**src/rtl/hazard_stall_ctrl_pkg.sv**
```systemverilog
// Shared pipeline definitions for the stall/flush controller.
// State encodings and default sizing parameters.
package hazard_stall_ctrl_pkg;

  localparam int MAX_DSTALL_DEF = 3;
  localparam int CNT_W_DEF      = 16;

  typedef enum logic [2:0] {
    ST_RUN    = 3'd0,
    ST_DSTALL = 3'd1,
    ST_MSTALL = 3'd2,
    ST_FLUSH  = 3'd3,
    ST_HALT   = 3'd4
  } state_t;

endpackage

```
**src/rtl/hazard_stall_ctrl_if.sv**
```systemverilog
// Hazard/stall request inputs and pipeline-register controls.
// master drives the requests, slave is the controller.
interface hazard_stall_ctrl_if #(
  parameter int CNT_W = 16
);
  logic             hazard;
  logic             imem_stall;
  logic             dmem_stall;
  logic             branch_taken_ex;
  logic             halt_id;
  logic             pc_we;
  logic             ifid_we;
  logic             ifid_nop;
  logic             idex_we;
  logic             idex_nop;
  logic             back_we;
  logic             halted;
  logic             stall_err;
  logic [CNT_W-1:0] stall_cycles;

  modport master (
    output hazard, imem_stall, dmem_stall,
    output branch_taken_ex, halt_id,
    input  pc_we, ifid_we, ifid_nop,
    input  idex_we, idex_nop, back_we,
    input  halted, stall_err, stall_cycles
  );

  modport slave (
    input  hazard, imem_stall, dmem_stall,
    input  branch_taken_ex, halt_id,
    output pc_we, ifid_we, ifid_nop,
    output idex_we, idex_nop, back_we,
    output halted, stall_err, stall_cycles
  );
endinterface

```
**src/rtl/hazard_stall_ctrl_stall_counter_sat.sv**
```systemverilog
// Saturating up-counter with synchronous reset.
// Holds at all-ones instead of wrapping.
module stall_counter_sat #(
  parameter int W = 16
) (
  input  logic         clk,
  input  logic         rst_i,
  input  logic         inc_i,
  output logic [W-1:0] cnt_o
);

  logic [W-1:0] cnt_q;
  logic [W-1:0] cnt_d;

  always_comb begin
    cnt_d = cnt_q;
    if (rst_i)
      cnt_d = '0;
    else if (inc_i && (cnt_q != '1))
      cnt_d = cnt_q + 1'b1;
  end

  always_ff @(posedge clk) begin
    cnt_q <= cnt_d;
  end

  assign cnt_o = cnt_q;

endmodule

```
**src/rtl/hazard_stall_ctrl.sv**
```systemverilog
// Stall/flush controller for the 5-stage pipe.
// Mealy controls from inputs and state; registered status.
module hazard_stall_ctrl
  import hazard_stall_ctrl_pkg::*;
#(
  parameter int MAX_DSTALL = MAX_DSTALL_DEF,
  parameter int CNT_W      = CNT_W_DEF
) (
  input logic clk,
  input logic rst,
  hazard_stall_ctrl_if.slave bus
);

  localparam int DW = $clog2(MAX_DSTALL + 1);
  localparam logic [DW-1:0] DMAX = DW'(MAX_DSTALL);

  state_t        state_q, state_d;
  logic          halted_q, halted_d;
  logic          err_q, err_d;
  logic [DW-1:0] dstall_q, dstall_d;

  logic pc_we, ifid_we, ifid_nop;
  logic idex_we, idex_nop, back_we;

  always_comb begin
    pc_we    = 1'b1;
    ifid_we  = 1'b1;
    ifid_nop = 1'b0;
    idex_we  = 1'b1;
    idex_nop = 1'b0;
    back_we  = 1'b1;
    state_d  = ST_RUN;
    halted_d = halted_q;
    err_d    = err_q;
    dstall_d = '0;
    if (rst) begin
      pc_we    = 1'b0;
      ifid_we  = 1'b0;
      ifid_nop = 1'b1;
      idex_we  = 1'b0;
      idex_nop = 1'b1;
      back_we  = 1'b0;
      halted_d = 1'b0;
      err_d    = 1'b0;
    end else if (state_q == ST_HALT) begin
      pc_we    = 1'b0;
      ifid_we  = 1'b0;
      idex_nop = 1'b1;
      back_we  = !bus.dmem_stall;
      state_d  = ST_HALT;
    end else if (bus.dmem_stall) begin
      // Full freeze; the watchdog count survives it.
      pc_we    = 1'b0;
      ifid_we  = 1'b0;
      idex_we  = 1'b0;
      back_we  = 1'b0;
      state_d  = ST_MSTALL;
      dstall_d = dstall_q;
    end else if (bus.branch_taken_ex) begin
      ifid_nop = 1'b1;
      idex_nop = 1'b1;
      state_d  = ST_FLUSH;
    end else if (bus.halt_id) begin
      pc_we    = 1'b0;
      ifid_we  = 1'b0;
      state_d  = ST_HALT;
      halted_d = 1'b1;
    end else if (bus.hazard) begin
      pc_we    = 1'b0;
      ifid_we  = 1'b0;
      idex_nop = 1'b1;
      state_d  = ST_DSTALL;
      if (dstall_q == DMAX) begin
        err_d    = 1'b1;
        dstall_d = dstall_q;
      end else begin
        dstall_d = dstall_q + 1'b1;
      end
    end else if (bus.imem_stall) begin
      pc_we    = 1'b0;
      ifid_nop = 1'b1;
    end
  end

  always_ff @(posedge clk) begin
    state_q  <= state_d;
    halted_q <= halted_d;
    err_q    <= err_d;
    dstall_q <= dstall_d;
  end

  stall_counter_sat #(.W(CNT_W)) u_cnt (
    .clk   (clk),
    .rst_i (rst),
    .inc_i (!pc_we && !halted_q),
    .cnt_o (bus.stall_cycles)
  );

  assign bus.pc_we     = pc_we;
  assign bus.ifid_we   = ifid_we;
  assign bus.ifid_nop  = ifid_nop;
  assign bus.idex_we   = idex_we;
  assign bus.idex_nop  = idex_nop;
  assign bus.back_we   = back_we;
  assign bus.halted    = halted_q;
  assign bus.stall_err = err_q;

endmodule

```
**src/flat_wrapper.sv**
```systemverilog
// flat-port wrapper written by rule: the top's interface ports become plain ports
module hazard_stall_ctrl_flat import hazard_stall_ctrl_pkg::*;
#(
  parameter int MAX_DSTALL = MAX_DSTALL_DEF,
  parameter int CNT_W      = CNT_W_DEF
)
  (clk, rst, bus_hazard, bus_imem_stall, bus_dmem_stall, bus_branch_taken_ex, bus_halt_id, bus_pc_we, bus_ifid_we, bus_ifid_nop, bus_idex_we, bus_idex_nop, bus_back_we, bus_halted, bus_stall_err, bus_stall_cycles);
  hazard_stall_ctrl_if #(.CNT_W(CNT_W)) bus_i ();
  input logic clk;
  input logic rst;
  input wire logic [$bits(bus_i.hazard)-1:0] bus_hazard;
  input wire logic [$bits(bus_i.imem_stall)-1:0] bus_imem_stall;
  input wire logic [$bits(bus_i.dmem_stall)-1:0] bus_dmem_stall;
  input wire logic [$bits(bus_i.branch_taken_ex)-1:0] bus_branch_taken_ex;
  input wire logic [$bits(bus_i.halt_id)-1:0] bus_halt_id;
  output wire logic [$bits(bus_i.pc_we)-1:0] bus_pc_we;
  output wire logic [$bits(bus_i.ifid_we)-1:0] bus_ifid_we;
  output wire logic [$bits(bus_i.ifid_nop)-1:0] bus_ifid_nop;
  output wire logic [$bits(bus_i.idex_we)-1:0] bus_idex_we;
  output wire logic [$bits(bus_i.idex_nop)-1:0] bus_idex_nop;
  output wire logic [$bits(bus_i.back_we)-1:0] bus_back_we;
  output wire logic [$bits(bus_i.halted)-1:0] bus_halted;
  output wire logic [$bits(bus_i.stall_err)-1:0] bus_stall_err;
  output wire logic [$bits(bus_i.stall_cycles)-1:0] bus_stall_cycles;
  assign bus_i.hazard = bus_hazard;
  assign bus_i.imem_stall = bus_imem_stall;
  assign bus_i.dmem_stall = bus_dmem_stall;
  assign bus_i.branch_taken_ex = bus_branch_taken_ex;
  assign bus_i.halt_id = bus_halt_id;
  assign bus_pc_we = bus_i.pc_we;
  assign bus_ifid_we = bus_i.ifid_we;
  assign bus_ifid_nop = bus_i.ifid_nop;
  assign bus_idex_we = bus_i.idex_we;
  assign bus_idex_nop = bus_i.idex_nop;
  assign bus_back_we = bus_i.back_we;
  assign bus_halted = bus_i.halted;
  assign bus_stall_err = bus_i.stall_err;
  assign bus_stall_cycles = bus_i.stall_cycles;
  hazard_stall_ctrl #(.MAX_DSTALL(MAX_DSTALL), .CNT_W(CNT_W)) u_core (.clk(clk), .rst(rst), .bus(bus_i));
endmodule
```
**config.mk**
```make
export PLATFORM = sky130hd
export DESIGN_NAME = hazard_stall_ctrl_flat
export DESIGN_NICKNAME = d
export VERILOG_FILES = /design/src/rtl/hazard_stall_ctrl_pkg.sv /design/src/rtl/hazard_stall_ctrl_if.sv /design/src/rtl/hazard_stall_ctrl_stall_counter_sat.sv /design/src/rtl/hazard_stall_ctrl.sv /design/src/flat_wrapper.sv
export SDC_FILE = /design/constraint.sdc
export NUM_CORES = 1
export LEC_CHECK = 0
export ABC_CLOCK_PERIOD_IN_PS = 1700
export BUFFER_PORTS_ARGS = -buffer_cell sky130_fd_sc_hd__clkbuf_2
export CAP_MARGIN = 20
export CORE_ASPECT_RATIO = 0.7
export CORE_MARGIN = 2
export CORE_UTILIZATION = 47
export CTS_CLUSTER_DIAMETER = 200
export CTS_CLUSTER_SIZE = 40
export DETAILED_ROUTE_END_ITERATION = 10
export GPL_TIMING_DRIVEN = 0
export PLACE_DENSITY = 0.75
export SLEW_MARGIN = 20
export SYNTH_ARGS = -nofsm -noshare
export SYNTH_HDL_FRONTEND = slang
export SYNTH_SLANG_ARGS = --single-unit
export TNS_END_PERCENT = 100
```
**constraint.sdc**
```tcl
create_clock -name clk -period 1.7 [get_ports clk]
set_input_delay 0.085 -clock clk [delete_from_list [all_inputs] [get_ports clk]]
set_output_delay 0.085 -clock clk [all_outputs]
set_load 0.05 [all_outputs]
```
==> results.ini <==
[placed_design]
post-dp-hpwl_um=2492
io_buffers=30
place.gp.congestion=0.9034

[drt]
routed_via_density=6.430
wl_per_cell_um=19.39
wl_met3_um=312
top_layer=met4
firstDrtPassIters=4
drc_errors=0
postRouteWirelength_um=4422
met2_length_um=2131
via_count=1466
drt-initial-drc-count=126
final_antenna_net_count=0
wl_met1_um=1853

[global_route]
grt_pass1_wl_um=6051
grt_pass1_vias=1215
track_usage=0.2695
antenna_found_initial=0
grt_max_degree=13
grt_overflow_total=0

[power]
power.leakage_uw=0.0007624
ir_drop_v=0.0005751
p_per_area_mw_per_mm2=619.2
power_uw=1172

[yosys]
synth_area_per_cell_sq_um=8.305
ys_ff_latch=23
syn_inst=149
synthesis.area_sq_mm=0.001237
yosysWarnings=0
synth_async_sr_flop_share=0
synth_seq_area_share=0.3721
synth.distinct_cells=34
synth-edff-count=0
ys.flop_type=dfxtp_1
syn_nets=158

[final_layout]
n_fill_cell=182
fin_nets=204
drive_gt1_frac=0.5567
syn2layout_area_growth_pct=52.98
layout_commonest_cell=clkbuf_2
seq_area_sq_um=488.0
diodes=0
final_cell_mix=clkbuf_2, nor2_1, dfxtp_2
multi_input_area_sq_mm=0.001005
utilization=0.7641

[die]
dieHeight_um=46.93
rows=15
die_w_um=65.33
start_util=0.4995
core_area_sq_mm=0.002477
ioPinCount=31
die-area_sq_mm=0.003066

[worst_setup_path]
worstSetupStartpointType=flop
critPathCaptureType=flop
reg2reg_slack_ns=-0.24
critical_path_required_ns=1.86
critPathSlowestCell=or4b_4
rr_worst_depth=4
worstPathCellList=or4b_4 > o311a_4 > nor4_1 > mux2_2
slowest_delay_ns=0.54
cp.arrival_ns=2.09
crit_type=flop to flop
critPathMaxFanout=5

[run_status]
violations=setup timing
status=complete, but fails checks

[clock_tree]
cts_tree=yes
clkTransAtPathRegs_ns=0.08
ctsHoldBuffers=0
cts_root_buffer=clkbuf_8
worstSkewPairLatency_ns=0.27
clock_path_buffers=2
cts_sinks=23
cts_buffers=3
htree_levels=1

[timing]
worst_slew_pin_slew_ns=0.4684
drv_slew=0
skew_ns=0.006297
hold_violations=0
slew_headroom=0.6853
layout_min_cycle_time_ns=1.935
period_share=1.138
setup_violations=15
fmax_ghz=0.5168
finalSetupTns_ns=-1.820
setup_ws_ns=-0.2352
rsz0062_at_grt=true

[min_path]
holdPathStages=3
hold_class=input port to flop

[flow_run]
maxCapViolCount=0

-- power by group --
part	internal [uW]	total [uW]	switching (uW)
logic	86.4	251	165
clock network	168	354	186
registers	551	567	16.1
total	806	1170	367
-- cell usage after synthesis (all sizes together) (2+ instances only) --
cell type	n	area share
dfxtp	23	0.37
nor2	17	0.052
a21oi	12	0.049
nand2	10	0.030
nand3	7	0.028
nor4	7	0.035
mux2	5	0.045
nand4	5	0.025
nor2b	5	0.025
o21ai	5	0.020
o41ai	5	0.035
or4	5	0.030
o311ai	4	0.028
o31ai	4	0.024
or2	4	0.020
and3	3	0.015
clkbuf	3	0.0091
inv	3	0.0091
nor3	3	0.012
and3b	2	0.014
and4	2	0.014
buf	2	0.013
ha	2	0.020
nand2b	2	0.010
o21bai	2	0.012
-- flip-flops by register name (all words and copies together) (netlist names) --
register              cells
u_core.bus.halted         1
u_core.bus.stall_err      1
u_core.dstall_q           2
u_core.state_q            3
u_core.u_cnt.cnt_o       16
-- what timing repair did --
item                                    4_1_cts  5_1_grt
pin swaps                                     8        3
resized for setup                            28       22
cloned                                        2        0
buffers inserted                              2        7
endpoints found under the setup margin       16       18
-- metrics by stage --
stage	std cells	cell area (sq um)	hold WS [ns]	worst slack, ns
final	228	1893	0.09461	-0.2352
after floorplan	149	1310	0.2255	-0.1943
after global routing	228	1893	0.1075	-0.2679
after global placement	213	1503	0.3731	-0.2584
after detailed placement	213	1503	0.3781	-0.2577
after CTS	221	1747	0.09845	-0.1807
-- critical path: cells and delay by family, from the launching register on --
kind | cells | cell delay (ns)
AND/OR/NAND/NOR | 2 | 0.93
multiplexers | 1 | 0.40
flip-flops | 1 | 0.33
AO/OA/AOI/OAI | 1 | 0.16
-- cell families (layout without fill, tap and decap cells) --
| logic type | after synthesis | after routing | share of synthesized area |
|---|---|---|---|
| AO/OA/AOI/OAI | 36 | 37 | 0.1982 |
| AND/OR/NAND/NOR | 75 | 75 | 0.3327 |
| flip-flops | 23 | 23 | 0.3721 |
| multiplexers | 5 | 5 | 0.04550 |
| adder cells (fa/ha/maj) | 2 | 2 | 0.02022 |
| buffers and inverters | 8 | 52 | 0.03134 |
-- worst paths after layout --
path                                                   startpoint                                  end
worst max-delay path                 u_core.state_q[0]$_SDFF_PP0_  u_core.u_cnt.cnt_o[11]$_SDFFE_PP0P_
worst min-delay path                                  bus_halt_id         u_core.state_q[2]$_SDFF_PP0_
worst max register to register       u_core.state_q[0]$_SDFF_PP0_  u_core.u_cnt.cnt_o[11]$_SDFFE_PP0P_
worst min register to register  u_core.bus.stall_err$_SDFFE_PP0P_    u_core.bus.stall_err$_SDFFE_PP0P_
-- area by class of cell --
| cell class | count | share of cell area |
|---|---|---|
| multi-input combinational | 119 | 0.5307 |
| sequential | 23 | 0.2578 |
| timing repair buffer | 40 | 0.1342 |
| buffer | 5 | 0.02512 |
| clock buffer | 4 | 0.02379 |
| tap | 34 | 0.02247 |
| inverter | 3 | 0.005948 |
-- routing by layer --
metal / track usage / vias to the layer above
met5: 0 / -
met4: 0.1083 / 0
met3: 0.07194 / 18
met2: 0.4224 / 74
met1: 0.3628 / 697
li1: - / 677
Power figures use the tool's default switching activity.
